--- config.mk ---
export PLATFORM = sky130hd
export DESIGN_NAME = ram_burst_controller
export DESIGN_NICKNAME = d
export VERILOG_FILES = /design/src/rtl/cache_pkg.sv /design/src/rtl/ram_wait_counter.sv /design/src/rtl/ram_burst_controller.sv
export SDC_FILE = /design/constraint.sdc
export NUM_CORES = 1
export LEC_CHECK = 0
export CORE_MARGIN = 2
export CORE_UTILIZATION = 45
export DETAILED_ROUTE_END_ITERATION = 12
export PLACE_DENSITY = 0.82
export REMOVE_ABC_BUFFERS = 1
export SLEW_MARGIN = 20
export SYNTH_ARGS = -nofsm -noshare
export SYNTH_HDL_FRONTEND = slang
export SYNTH_SLANG_ARGS = --single-unit
--- constraint.sdc ---
create_clock -name Takt -period 2.5 [get_ports Takt]
set_input_delay 0.375 -clock Takt [delete_from_list [all_inputs] [get_ports Takt]]
set_output_delay 0.375 -clock Takt [all_outputs]
set_load 0.1 [all_outputs]
--- src/rtl/cache_pkg.sv ---
// Shared cache/RAM-side definitions.
// Holds the burst controller state encoding, the byte-offset-in-word width
// and a helper that derives the number of 32-bit words in a cache block.
package cache_pkg;

   typedef enum logic [1:0] {
      IDLE,
      ZUGRIFF,
      FERTIG
   } state_e;

   // Byte offset bits inside one 32-bit word; the word index starts above it.
   localparam int WORD_OFS_BITS = 2;

   function automatic int words_per_block(input int blocksizebits);
      return 1 << (blocksizebits - WORD_OFS_BITS);
   endfunction

endpackage

--- src/rtl/ram_wait_counter.sv ---
// Wait-state counter for single-word SRAM accesses.
// Counts the cycles of one access and flags the last one (terminal count).
// Ports:
//   clk_i   clock, rising edge
//   rst_ni  synchronous active-low reset
//   clr_i   load zero (no access in progress)
//   en_i    count this cycle; wraps to zero on terminal count
//   tc_o    counter equals WAITSTATES, i.e. this is the last access cycle
module ram_wait_counter #(
   parameter int WAITSTATES = 2
) (
   input  logic clk_i,
   input  logic rst_ni,
   input  logic clr_i,
   input  logic en_i,
   output logic tc_o
);

   logic [3:0] cnt_q, cnt_d;

   assign tc_o = (cnt_q == 4'(WAITSTATES));

   always_comb begin
      cnt_d = cnt_q;
      if (clr_i || (en_i && tc_o)) cnt_d = '0;
      else if (en_i)               cnt_d = cnt_q + 4'd1;
   end

   always_ff @(posedge clk_i) begin
      if (!rst_ni) cnt_q <= '0;
      else         cnt_q <= cnt_d;
   end

endmodule

--- src/rtl/ram_burst_controller.sv ---
// Cache block <-> word-wide SRAM burst controller.
// Turns one cache block request into W single-word SRAM accesses of
// WAITSTATES+1 cycles each (refill = read, writeback = write), then pulses
// Fertig for one cycle.
// Ports:
//   Takt, nReset                clock / synchronous active-low reset
//   Anfrage, AnfrageSchreiben,  block request, direction (1 = writeback),
//   AnfrageAdresse              byte address inside the block
//   CacheSchreibDaten           writeback word for WortIndex (from cache)
//   WortIndex                   word index presented to the cache
//   CacheLesDaten/-Gueltig      refill word and its one-cycle valid pulse
//   Fertig, Beschaeftigt        burst done pulse / not idle
//   RAMAdresse, RAMLesen, RAMSchreiben, RAMSchreibDaten, RAMLesDaten  SRAM side
// Build option: define CRITICAL_WORD_FIRST_EN to start refills at the
// requested word (wrapping modulo W); otherwise every burst starts at word 0.
module ram_burst_controller
   import cache_pkg::*;
#(
   parameter int BLOCKSIZEBITS = 5,
   parameter int WAITSTATES    = 2
) (
   input  logic                     Takt,
   input  logic                     nReset,
   input  logic                     Anfrage,
   input  logic                     AnfrageSchreiben,
   input  logic [31:0]              AnfrageAdresse,
   input  logic [31:0]              CacheSchreibDaten,
   output logic [BLOCKSIZEBITS-3:0] WortIndex,
   output logic [31:0]              CacheLesDaten,
   output logic                     CacheLesGueltig,
   output logic                     Fertig,
   output logic                     Beschaeftigt,
   output logic [31:0]              RAMAdresse,
   output logic                     RAMLesen,
   output logic                     RAMSchreiben,
   output logic [31:0]              RAMSchreibDaten,
   input  logic [31:0]              RAMLesDaten
);

   localparam int          IW       = BLOCKSIZEBITS - WORD_OFS_BITS;
   localparam logic [31:0] OFS_MASK = 32'((64'd1 << BLOCKSIZEBITS) - 64'd1);

   state_e          state_q, state_d;
   logic [IW-1:0]   wort_q, wort_d;     // word being accessed on the SRAM
   logic [IW-1:0]   last_q, last_d;     // final word of this burst
   logic [IW-1:0]   gidx_q, gidx_d;     // word belonging to the refill pulse
   logic            schreib_q, schreib_d;
   logic            gueltig_q, gueltig_d;
   logic [31:0]     base_q, base_d;
   logic [31:0]     wdata_q, wdata_d;
   logic [31:0]     rdata_q, rdata_d;
   logic [IW-1:0]   start_idx;
   logic            tc, zugriff, last_word;

   assign zugriff   = (state_q == ZUGRIFF);
   assign last_word = (wort_q == last_q);

   ram_wait_counter #(.WAITSTATES(WAITSTATES)) u_wait (
      .clk_i  (Takt),
      .rst_ni (nReset),
      .clr_i  (!zugriff),
      .en_i   (zugriff),
      .tc_o   (tc)
   );

`ifdef CRITICAL_WORD_FIRST_EN
   assign start_idx = AnfrageSchreiben ? '0 : AnfrageAdresse[BLOCKSIZEBITS-1:WORD_OFS_BITS];
`else
   assign start_idx = '0;
`endif

   always_comb begin
      state_d   = state_q;
      wort_d    = wort_q;
      last_d    = last_q;
      gidx_d    = gidx_q;
      schreib_d = schreib_q;
      gueltig_d = 1'b0;
      base_d    = base_q;
      wdata_d   = wdata_q;
      rdata_d   = rdata_q;
      case (state_q)
         IDLE: begin
            if (Anfrage) begin
               state_d   = ZUGRIFF;
               wort_d    = start_idx;
               last_d    = start_idx - IW'(1);
               schreib_d = AnfrageSchreiben;
               base_d    = AnfrageAdresse & ~OFS_MASK;
               // Writebacks start at word 0, which WortIndex shows in IDLE.
               wdata_d   = CacheSchreibDaten;
            end
         end
         ZUGRIFF: begin
            if (tc) begin
               if (!schreib_q) begin
                  rdata_d   = RAMLesDaten;
                  gueltig_d = 1'b1;
                  gidx_d    = wort_q;
               end
               if (last_word) state_d = FERTIG;
               else begin
                  wort_d  = wort_q + IW'(1);
                  // WortIndex already shows the next word in this cycle.
                  wdata_d = CacheSchreibDaten;
               end
            end
         end
         FERTIG:  state_d = IDLE;
         default: state_d = IDLE;
      endcase
   end

   always_ff @(posedge Takt) begin
      if (!nReset) begin
         state_q   <= IDLE;
         wort_q    <= '0;
         last_q    <= '0;
         gidx_q    <= '0;
         schreib_q <= 1'b0;
         gueltig_q <= 1'b0;
         base_q    <= '0;
         wdata_q   <= '0;
         rdata_q   <= '0;
      end else begin
         state_q   <= state_d;
         wort_q    <= wort_d;
         last_q    <= last_d;
         gidx_q    <= gidx_d;
         schreib_q <= schreib_d;
         gueltig_q <= gueltig_d;
         base_q    <= base_d;
         wdata_q   <= wdata_d;
         rdata_q   <= rdata_d;
      end
   end

   // The refill pulse names the word just read. A writeback looks one word
   // ahead in the last access cycle so the cache data can be registered at
   // the next access entry and then stays stable for that whole access.
   always_comb begin
      WortIndex = '0;
      if (gueltig_q)                                 WortIndex = gidx_q;
      else if (zugriff && schreib_q && tc && !last_word) WortIndex = wort_q + IW'(1);
      else if (zugriff)                              WortIndex = wort_q;
   end

   assign CacheLesDaten   = rdata_q;
   assign CacheLesGueltig = gueltig_q;
   assign Fertig          = (state_q == FERTIG);
   assign Beschaeftigt    = (state_q != IDLE);
   assign RAMAdresse      = zugriff ? (base_q + (32'(wort_q) << WORD_OFS_BITS)) : '0;
   assign RAMLesen        = zugriff && !schreib_q;
   assign RAMSchreiben    = zugriff && schreib_q;
   assign RAMSchreibDaten = (zugriff && schreib_q) ? wdata_q : '0;

endmodule

* After elaboration in Yosys (flattened, before gate mapping)
Index checks and enable logic that the tools add are counted.
** Cells by class
- Add/subtract/negate cells :: 3
- Eq/ne operators :: 8
- Mux-type cells :: 18
- Bitwise logic cells :: 2
- Reduce and logical (&&, ||, !) cells :: 18
** Operators with widths (number)
- two-way mux 32 bit :: 5
- case mux 32 bit (2 select lines) :: 1
- adder 32 x 5 -> 32 bit :: 1
- two-way mux 3 bit :: 6
- AND reduction 3 bit :: 3
- != test 2 bit, second input constant :: 4
- two-way mux 2 bit :: 3
- case mux 3 bit (2 select lines) :: 1
- logical AND 1 bit :: 5
- adder 4 x 1 -> 4 bit, second input constant :: 1
- == test 4 x 2 -> 1 bit, second input constant :: 1
- case mux 2 bit (2 select lines) :: 1
- AND reduction 4 bit :: 1
- nonzero test 2 bit :: 2
- adder 3 x 1 -> 3 bit, second input constant :: 1
- == test 3 bit :: 1
- zero test 1 bit :: 3
- == test 2 x 1 -> 1 bit, second input constant :: 1
- == test 2 bit, second input constant :: 1
- zero test 2 bit :: 1
- inverter 1 bit :: 2
- AND reduction 2 bit :: 1
- OR reduction 2 bit :: 1
- logical OR 1 bit :: 1
- two-way mux 1 bit :: 1
** Storage, ports and cells
- Register bits :: 106
- Bits of input ports :: 100
- Output and inout bits :: 104
- Word-level logic and storage cells :: 59

* Depth between registers and ports, before layout
Gate-level depths: netlist of the first run.
- Word-level depth :: 6
- Depth in mapped cells :: 7
- Mapped depth without buffers :: 6

* Hierarchy
Synthesis of the first run repeated with hierarchy kept, for this count alone.
** Unflattened totals
- Cells, all modules :: 570
- Area, all modules :: 4690.7 um^2
** By module, submodules not included
- ram_burst_controller :: instances 1, cells an instance 550, area each 4498.1 um^2, seq. area each 2042.0 um^2
- ram_wait_counter :: instances 1, cells an instance 20, area each 192.7 um^2, seq. area each 80.1 um^2

* Worst setup path before layout of the first run
No wires, ideal clock.
- Kind :: register to output
- From :: register wort_q[0]
- To :: output port WortIndex[1]
- Arrival :: 4556 ps
- Required time :: 2125 ps
- Setup slack :: -2431 ps
- Cell stages (with the launch flop) :: 5
- Path buffers :: 0
- Cells stage by stage :: dfxtp_1 or4_4 nand3_1 nor2_1 o311ai_0
** Between the ends
- Cells in the longest elaborated chain, start to end :: 5
- Elaborated cells between the ends (all ways) :: 6
- Those cells by class :: add/sub: 1; eq/ne: 1; mux: 2; reduce/logical: 2
** RTL lines
- start: declaration :: RTL line ram_burst_controller.sv:44 : logic [IW-1:0] wort_q, wort_d;
- start signal: assignment :: RTL line ram_burst_controller.sv:127 : wort_q <= wort_d;
- branches (longest 3 deep; another with adder 3 x 1 -> 3 bit)
- two-way mux 3 bit (*) :: RTL line ram_burst_controller.sv:144 : else if (zugriff && schreib_q && tc && !last_word) WortIndex = wort_q + IW'(1);
- two-way mux 3 bit (*) :: RTL line ram_burst_controller.sv:143 : if (gueltig_q) WortIndex = gidx_q;
- end: declaration :: RTL line ram_burst_controller.sv:28 : output logic [BLOCKSIZEBITS-3:0] WortIndex,
Mark *: on every way between the ends.

* Worst setup path in the final report of the first run
- From :: register u_wait.cnt_q[0]
- To :: output port WortIndex[1]
** Between the ends
- Cells in the longest elaborated chain, start to end :: 5
** RTL lines
- start: declaration :: RTL line ram_wait_counter.sv:19 : logic [3:0] cnt_q, cnt_d;
- start signal: assignment :: RTL line ram_wait_counter.sv:31 : else cnt_q <= cnt_d;
- == test 4 x 2 -> 1 bit :: RTL line ram_wait_counter.sv:21 : assign tc_o = (cnt_q == 4'(WAITSTATES));
- logical AND 1 bit (2 in a row) :: RTL line ram_burst_controller.sv:144
- two-way mux 3 bit :: RTL line ram_burst_controller.sv:144
- two-way mux 3 bit :: RTL line ram_burst_controller.sv:143
Every way passes these cells.

==> results of run 1 <==
-- cell usage in the layout (no fill, tap or decap), drive strengths merged --
cell	netlist	routed
inv	7	9
nor2b	2	2
o2111ai	1	1
o21ai	2	2
conb	1	2
nand2b	3	3
nand2	201	201
and2	31	31
o21a	2	2
mux2i	32	32
a21boi	18	18
nor2	9	9
o311ai	1	1
o22ai	1	1
nand3b	1	1
o41ai	1	1
nand3	3	3
ha	3	3
clkbuf	33	11
nand4b	1	1
xor2	3	3
clkinvlp	0	1
clkdlybuf4s50	0	93
nor3b	2	2
or4	2	2
or3	1	1
nand4	3	3
clkinv	0	3
xnor2	1	1
a21oi	47	47
and3	32	32
or2	1	1
buf	10	116
dfxtp	106	106
-- worst paths after layout --
check,to,startpoint,slack (ns)
setup / recovery,WortIndex[1],u_wait.cnt_q[0],0.03
hold / removal,u_wait.cnt_q[0],u_wait.cnt_q[0],0.45
setup reg to reg,wdata_q[7],state_q[0],0.37
hold reg to reg,u_wait.cnt_q[0],u_wait.cnt_q[0],0.45
-- worst max-delay path, delay by kind of cell (launching register included) --
kind                       cells  cell delay [ns]
and+or+nand+nor                3             0.85
AOI/OAI and AO/OA              1             0.11
adders and majority gates      1             0.13
buffers and inverters          2             0.31
DFF                            1             0.35
-- through the flow --
stage | setup WS, ns | instance area [um2]
finish | 0.0287 | 7360
global placement | 0.242 | 7100
global route | -0.0499 | 7360
detailed placement | 0.246 | 7100
floorplan | -3.56 | 4330
CTS | -0.00784 | 7310
-- cells by family (layout without fill, tap and decap cells) --
group / count (synthesis) / count (layout)
DFF: 106 / 106
buffers and inverters: 50 / 233
muxes: 32 / 32
AOI/OAI and AO/OA: 73 / 73
other: 1 / 2
and+or+nand+nor: 292 / 292
adders and majority gates: 3 / 3
xor gates and xnor gates: 4 / 4
-- state kept, by name (all words and copies together) (netlist names) --
register / count
gidx_q: 3
wort_q: 3
u_wait.cnt_q: 4
base_q: 27
CacheLesGueltig: 1
wdata_q: 32
state_q: 2
CacheLesDaten: 32
schreib_q: 1
last_q: 1
-- cell type report --
type                    instances  area share (%)
flip-flops and latches        106            28.9
clock buffers                  10            1.87
clock inverters                 6           0.680
multi-input cells             406            30.2
inverters                       7           0.357
repair buffers                210            35.7
well taps                     133            2.26
-- per-layer routing --
layer / GRT usage, % / vias up / share of wire [%]
met3: 6.77 / 11 / 7.6
met2: 41.0 / 169 / 52
met1: 26.5 / 2057 / 40
li1: - / 2169 / -
met5: 0 / - / 0
met4: 6.95 / 0 / 1.1
-- Yosys cell counts (2+ instances only) --
library cell    n
a21boi_0       16
a21boi_1        2
a21oi_1        47
and2_1         31
and3_1         32
buf_2           3
buf_4           3
buf_6           3
clkbuf_1       33
dfxtp_1       106
ha_1            3
inv_1           7
mux2i_1        32
nand2_1       200
nand2b_1        3
nand3_1         3
nand4_1         2
nor2_1          9
nor2b_1         2
nor3b_4         2
o21a_1          2
o21ai_0         2
xor2_1          3
-- report_power, final --
part / internal [mW] / total [mW] / switching, mW
registers: 1.76 / 1.79 / 0.0329
clock network: 0.403 / 1.01 / 0.612
logic: 0.279 / 0.645 / 0.365
-- what timing repair did --
action | in CTS | in global routing
pin swaps | 0 | 1
endpoints found under the setup margin | 3 | 3
setup buffers | 0 | 3
hold buffers | 0 | 0
cloned | 0 | 0
gates resized for setup | 6 | 8
==> qor.csv, run 1 <==
stage,metric,value,unit
worst_setup_path,slowest_stage,or4_4,
cts,clock_sinks,106,
pwr,ir_drop,333,uV
timing,skew,0.0154,ns
pwr,power.leakage,3.02,nW
synthesis,yosys.area.top_type,dfxtp_1,
synthesis,synth_top_family_by_area,simple AND/OR/NAND/NOR gates,
worst_setup_path,path_max_fanout,4,
cells_and_area,diodes,0,
run_status,outcome,"complete, no violations",
timing,setup_viol,0,
timing,rsz0062_at_grt,yes,
timing,fmax,405,MHz
cells_and_area,drive_gt1_share,19.9,%
timing,maxSlewViolCount,0,
place,dpl.hpwl,8.96,mm
floorplan,die_h,104,um
cells_and_area,layout.cells.non_filler,878,
floorplan,ioPinCount,204,
floorplan,placementRows,36,
synthesis,synth_compound_area_share,9.45,%
place,gp_congestion,0.774,
synthesis,ys.flop_type,dfxtp_1,
synthesis,synth.distinct_cells,38,
synthesis,muxShareOfSynthArea,7.08,%
worst_setup_path,cp.arrival,2.10,ns
cts,clockRootBuffer,clkbuf_8,
worst_setup_path,startpoint_type,flop,
timing,fin_crit_sh,98.9,%
worst_setup_path,crit_required,2.12,ns
worst_setup_path,cp-end-kind,output port,
synthesis,synth_seq_cells,106,
synthesis,yosys.area.top_type_share,46.9,%
cells_and_area,finish.utilization,75.3,%
route,dr.first_iter.drc_count,227,
cells_and_area,n_fill_cell,684,
cells_and_area,seqCellArea,2120,um2
route,viasPerCell,5.02,
synthesis,synth-edff-count,0,
cells_and_area,multi_input_area,2220,um2
timing,fin_crit,2.47,ns
place,dp_cells,859,
grt,grt_pass1_vias,4285,
hold_path,worstHoldPathCells,1,
route,postRouteAntennaNets,0,
cts,clockBufferDepth,2,
worst_setup_path,critPathKind,reg -> out,
route,routed_wl,12.8,mm
hold_path,worstHoldPathType,reg -> reg,
synthesis,synthAdderAreaFrac,0.829,%
route,post_drt_wl_per_cell,14.6,um
cts,h-tree-depth,3,
route,first_pass_iters,5,
synthesis,syn_avg_cell_area,8.07,um2
worst_setup_path,rr_worst_depth,5,
job,cap_violations,0,
floorplan,die_w,104,um
synthesis,ys_seq_area_share,46.9,%
cts,numCtsBuffers,9,
cts,clk_pin_slew,0.10,ns
cells_and_area,nets,843,
grt,antenna_found_initial,0,
cells_and_area,syn2layout_area_growth,62.5,%
floorplan,start_util,46.3,%
grt,overflow,0,
route,drc,0,
synthesis,syn-cell-area,4530,um2
timing,hold_viol_final,0,
pwr,power.total,3.45,mW
worst_setup_path,cp_slowest_stage_delay,0.45,ns
route,vias,4406,
synthesis,synthTopCellsByArea,"dfxtp_1, nand2_1, mux2i_1",
worst_setup_path,crit_chain,inv_2 > ha_1 > nor3b_4 > nand3_2 > or4_4 > o311ai_4 > clkbuf_16,
cts,clk_latency,0.37,ns
synthesis,synthSimpleGateAreaFrac,29.9,%
floorplan,core,9770,um2
synthesis,synthArstFlopShare,0,%
timing,whs,0.445,ns
grt,grt_max_degree,90,
synthesis,synthXorXnorAreaFrac,0.774,%
timing,worstMarginPinSlew,0.797,ns
synthesis,yosys_warnings,0,
grt,track_usage,23.0,%
place,port_buffers,196,
grt,grt_pass1_wl,20.7,mm
synthesis,syn_inst,561,
cts,cts_tree,yes,
pwr,p_per_area,469,nW/um2
timing,tns,0,ns
timing,relSlewSlack,46.9,%
floorplan,die_area,10900,um2
No activity file was read; power rests on OpenSTA's default activity.
==> inputs of run 2 (changes only) <==
--- a/config.mk
+++ b/config.mk
@@ -8,5 +8,5 @@
 export CORE_MARGIN = 2
-export CORE_UTILIZATION = 45
+export CORE_UTILIZATION = 42
 export DETAILED_ROUTE_END_ITERATION = 12
-export PLACE_DENSITY = 0.82
+export PLACE_DENSITY = 0.77
 export REMOVE_ABC_BUFFERS = 1
==> constraint.sdc (replaced) <==
create_clock -name Takt -period 2.4 [get_ports Takt]
set_input_delay 0.48 -clock Takt [delete_from_list [all_inputs] [get_ports Takt]]
set_output_delay 0.48 -clock Takt [all_outputs]
set_load 0.1 [all_outputs]
==> run 2 against run 1 <==
- register-to-register slack worse by 0.12 ns
- total power up 9.9%
- the flow now finishes with violations (setup timing)
- core utilization down 3.3 points
- critical path type unchanged
- via count down 0.20%
- setup slack worse by 0.14 ns
- count of clock-buffer cells in the layout unchanged
==> qor.csv, run 2 (synthesis results as in run 1) <==
stage,metric,value,unit,change
route,post_drt_wl_per_cell,14.7,um,+1.2%
cells_and_area,syn2layout_area_growth,65.6,%,
cells_and_area,mostFrequentLayoutCell,nand2_1,,
worst_setup_path,crit_chain,inv_1 > ha_1 > nor3b_4 > nand3_2 > or4_4 > o311ai_4 > buf_16,,
grt,antenna_found_initial,0,,unchanged
route,routed_wl,13.1,mm,+2.4%
pwr,p_per_area,506,nW/um2,+7.9%
grt,grtUsageMet3,5.99,%,-0.77 points
worst_setup_path,path_max_fanout,2,,-2
timing,skew,0.00565,ns,-0.00980 ns
timing,fmax,398,MHz,
cts,h-tree-depth,3,,unchanged
grt,grt_pass1_wl,20.8,mm,+0.50%
place,pre_cts_ws,0.0493,ns,-0.196 ns
cells_and_area,diodes,0,,unchanged
floorplan,start_util,43.5,%,-2.9 points
timing,fin_crit_sh,105,%,
floorplan,die_w,108,um,+3.4%
worst_setup_path,cp-end-kind,output port,,
hold_path,worstHoldPathType,reg -> reg,,
grt,use_met1,25.5,%,-1.0 points
timing,maxSlewViolCount,0,,unchanged
run_status,outcome,finished with violations,,
cells_and_area,layout.cells.non_filler,888,,+1.1%
worst_setup_path,startpoint_type,flop,,
worst_setup_path,cp.arrival,2.03,ns,-0.07 ns
route,dr.first_iter.drc_count,177,,-22%
floorplan,die_area,11600,um2,+6.9%
cells_and_area,n_fill_cell,793,,+16%
route,postRouteAntennaNets,0,,unchanged
job,cap_violations,0,,unchanged
route,viasPerCell,4.95,,-1.3%
hold_path,worstHoldPathCells,2,,+1
cts,numCtsBuffers,9,,unchanged
timing,setup_viol,3,,+3
floorplan,placementRows,37,,+2.8%
cells_and_area,drive_gt1_share,21.0,%,+1.1 points
run_status,violations,setup timing,,
grt,use_met2,39.8,%,-1.1 points
place,port_buffers,196,,unchanged
place,dpl.hpwl,9.08,mm,+1.3%
pwr,power.leakage,3.09,nW,+2.1%
place,placed_area,7150,um2,+0.65%
route,first_pass_iters,4,,-1
timing,worstMarginPinSlew,0.806,ns,+0.00878 ns
worst_setup_path,slowest_stage,or4_4,,
cts,clockBufferDepth,2,,unchanged
cts,clockRootBuffer,clkbuf_8,,
floorplan,ioPinCount,204,,unchanged
cells_and_area,nets,850,,+0.83%
cts,clock_sinks,106,,unchanged
worst_setup_path,rr_worst_depth,7,,+2
place,dp_cells,866,,+0.81%
floorplan,die_h,108,um,+3.4%
worst_setup_path,crit_required,1.92,ns,-0.20 ns
grt,overflow,0,,unchanged
route,drc,0,,unchanged
cells_and_area,final_cell_mix,"nand2_1, dfxtp_1, clkdlybuf4s50_1",,
grt,track_usage,22.3,%,-0.74 points
timing,rsz0062_at_grt,yes,,
cts,cts_tree,yes,,
timing,relSlewSlack,46.3,%,-0.59 points
cts,clk_pin_slew,0.10,ns,about the same
pwr,ir_drop,298,uV,-10%
worst_setup_path,rrSetupSlack,0.25,ns,-0.12 ns
grt,grt_max_degree,90,,unchanged
grt,grt_pass1_vias,4393,,+2.5%
cells_and_area,stdcell_area,7500,um2,+1.9%
cts,clk_latency,0.36,ns,about the same
timing,hold_viol_final,0,,unchanged
timing,whs,0.456,ns,+0.0112 ns
route,vias,4397,,-0.20%
place,gp_congestion,0.785,,+1.4%
worst_setup_path,cp_slowest_stage_delay,0.45,ns,about the same
timing,fin_crit,2.51,ns,
timing,setup_ws,-0.112,ns,-0.141 ns
floorplan,core,10400,um2,+6.6%
grt,grt_busiest_layer,met2,,
worst_setup_path,critPathKind,reg -> out,,
[run 2: cell count changes in the layout (fill, tap and decap cells not counted), sizes merged]
cell and change:
buf +8, bufinv +2, clkbuf -1, clkinv -1
clkinvlp -1
[run 2: power by group]
part / switching (mW) / internal, mW
clock: 0.613 / 0.621
sequential: 0.0339 / 1.83
combinational: 0.388 / 0.305
total: 1.03 / 2.76
[run 2: critical path, delay by kind of cell, from the launching register on]
| family | cells | cell delay, ns |
|---|---|---|
| AO/OA/AOI/OAI | 1 | 0.14 |
| adder cells (fa/ha/maj) | 1 | 0.13 |
| buffers and inverters | 2 | 0.27 |
| flip-flops | 1 | 0.33 |
| AND/OR/NAND/NOR | 3 | 0.81 |
[run 2: layout make-up]
type,count,area (um2),share of cell area [%]
Tap cell,136,170,2.27
Clock inverter,6,87.6,1.17
Multi-Input combinational cell,406,2240,29.8
Inverter,7,26.3,0.350
Clock buffer,10,138,1.84
Sequential cell,106,2130,28.4
Timing Repair Buffer,217,2710,36.2
[run 2: path summary, 6_finish.rpt]
check	to	startpoint
worst max-delay path	WortIndex[1]	u_wait.cnt_q[0]
worst min-delay path	wdata_q[8]	wdata_q[8]
worst max register to register	wdata_q[29]	wort_q[0]
worst min register to register	wdata_q[8]	wdata_q[8]
[run 2: routing by layer]
layer	part of all wire [%]	wire [um]
met5	0	0
met3	7.3	956
met2	51	6640
met1	40	5220
met4	2.0	262
[run 2: metrics by stage]
stage	utilization [%]	setup TNS [ns]	power [mW]
6_report	72.0	-0.241	3.79
5_1_grt	72.0	-0.387	3.94
4_1_cts	71.8	-0.188	3.81
3_5_place_dp	68.6	0	2.58
3_3_place_gp	68.6	0	2.57
2_1_floorplan	-	-125.83	2.24
[run 2: what timing repair did]
item / in CTS / in global routing
endpoints found under the hold margin: 0 / 0
resized for setup: 20 / 3
endpoints found under the setup margin: 35 / 8
hold buffers: 0 / 0
pin swaps: 4 / 3
setup buffers: 4 / 2
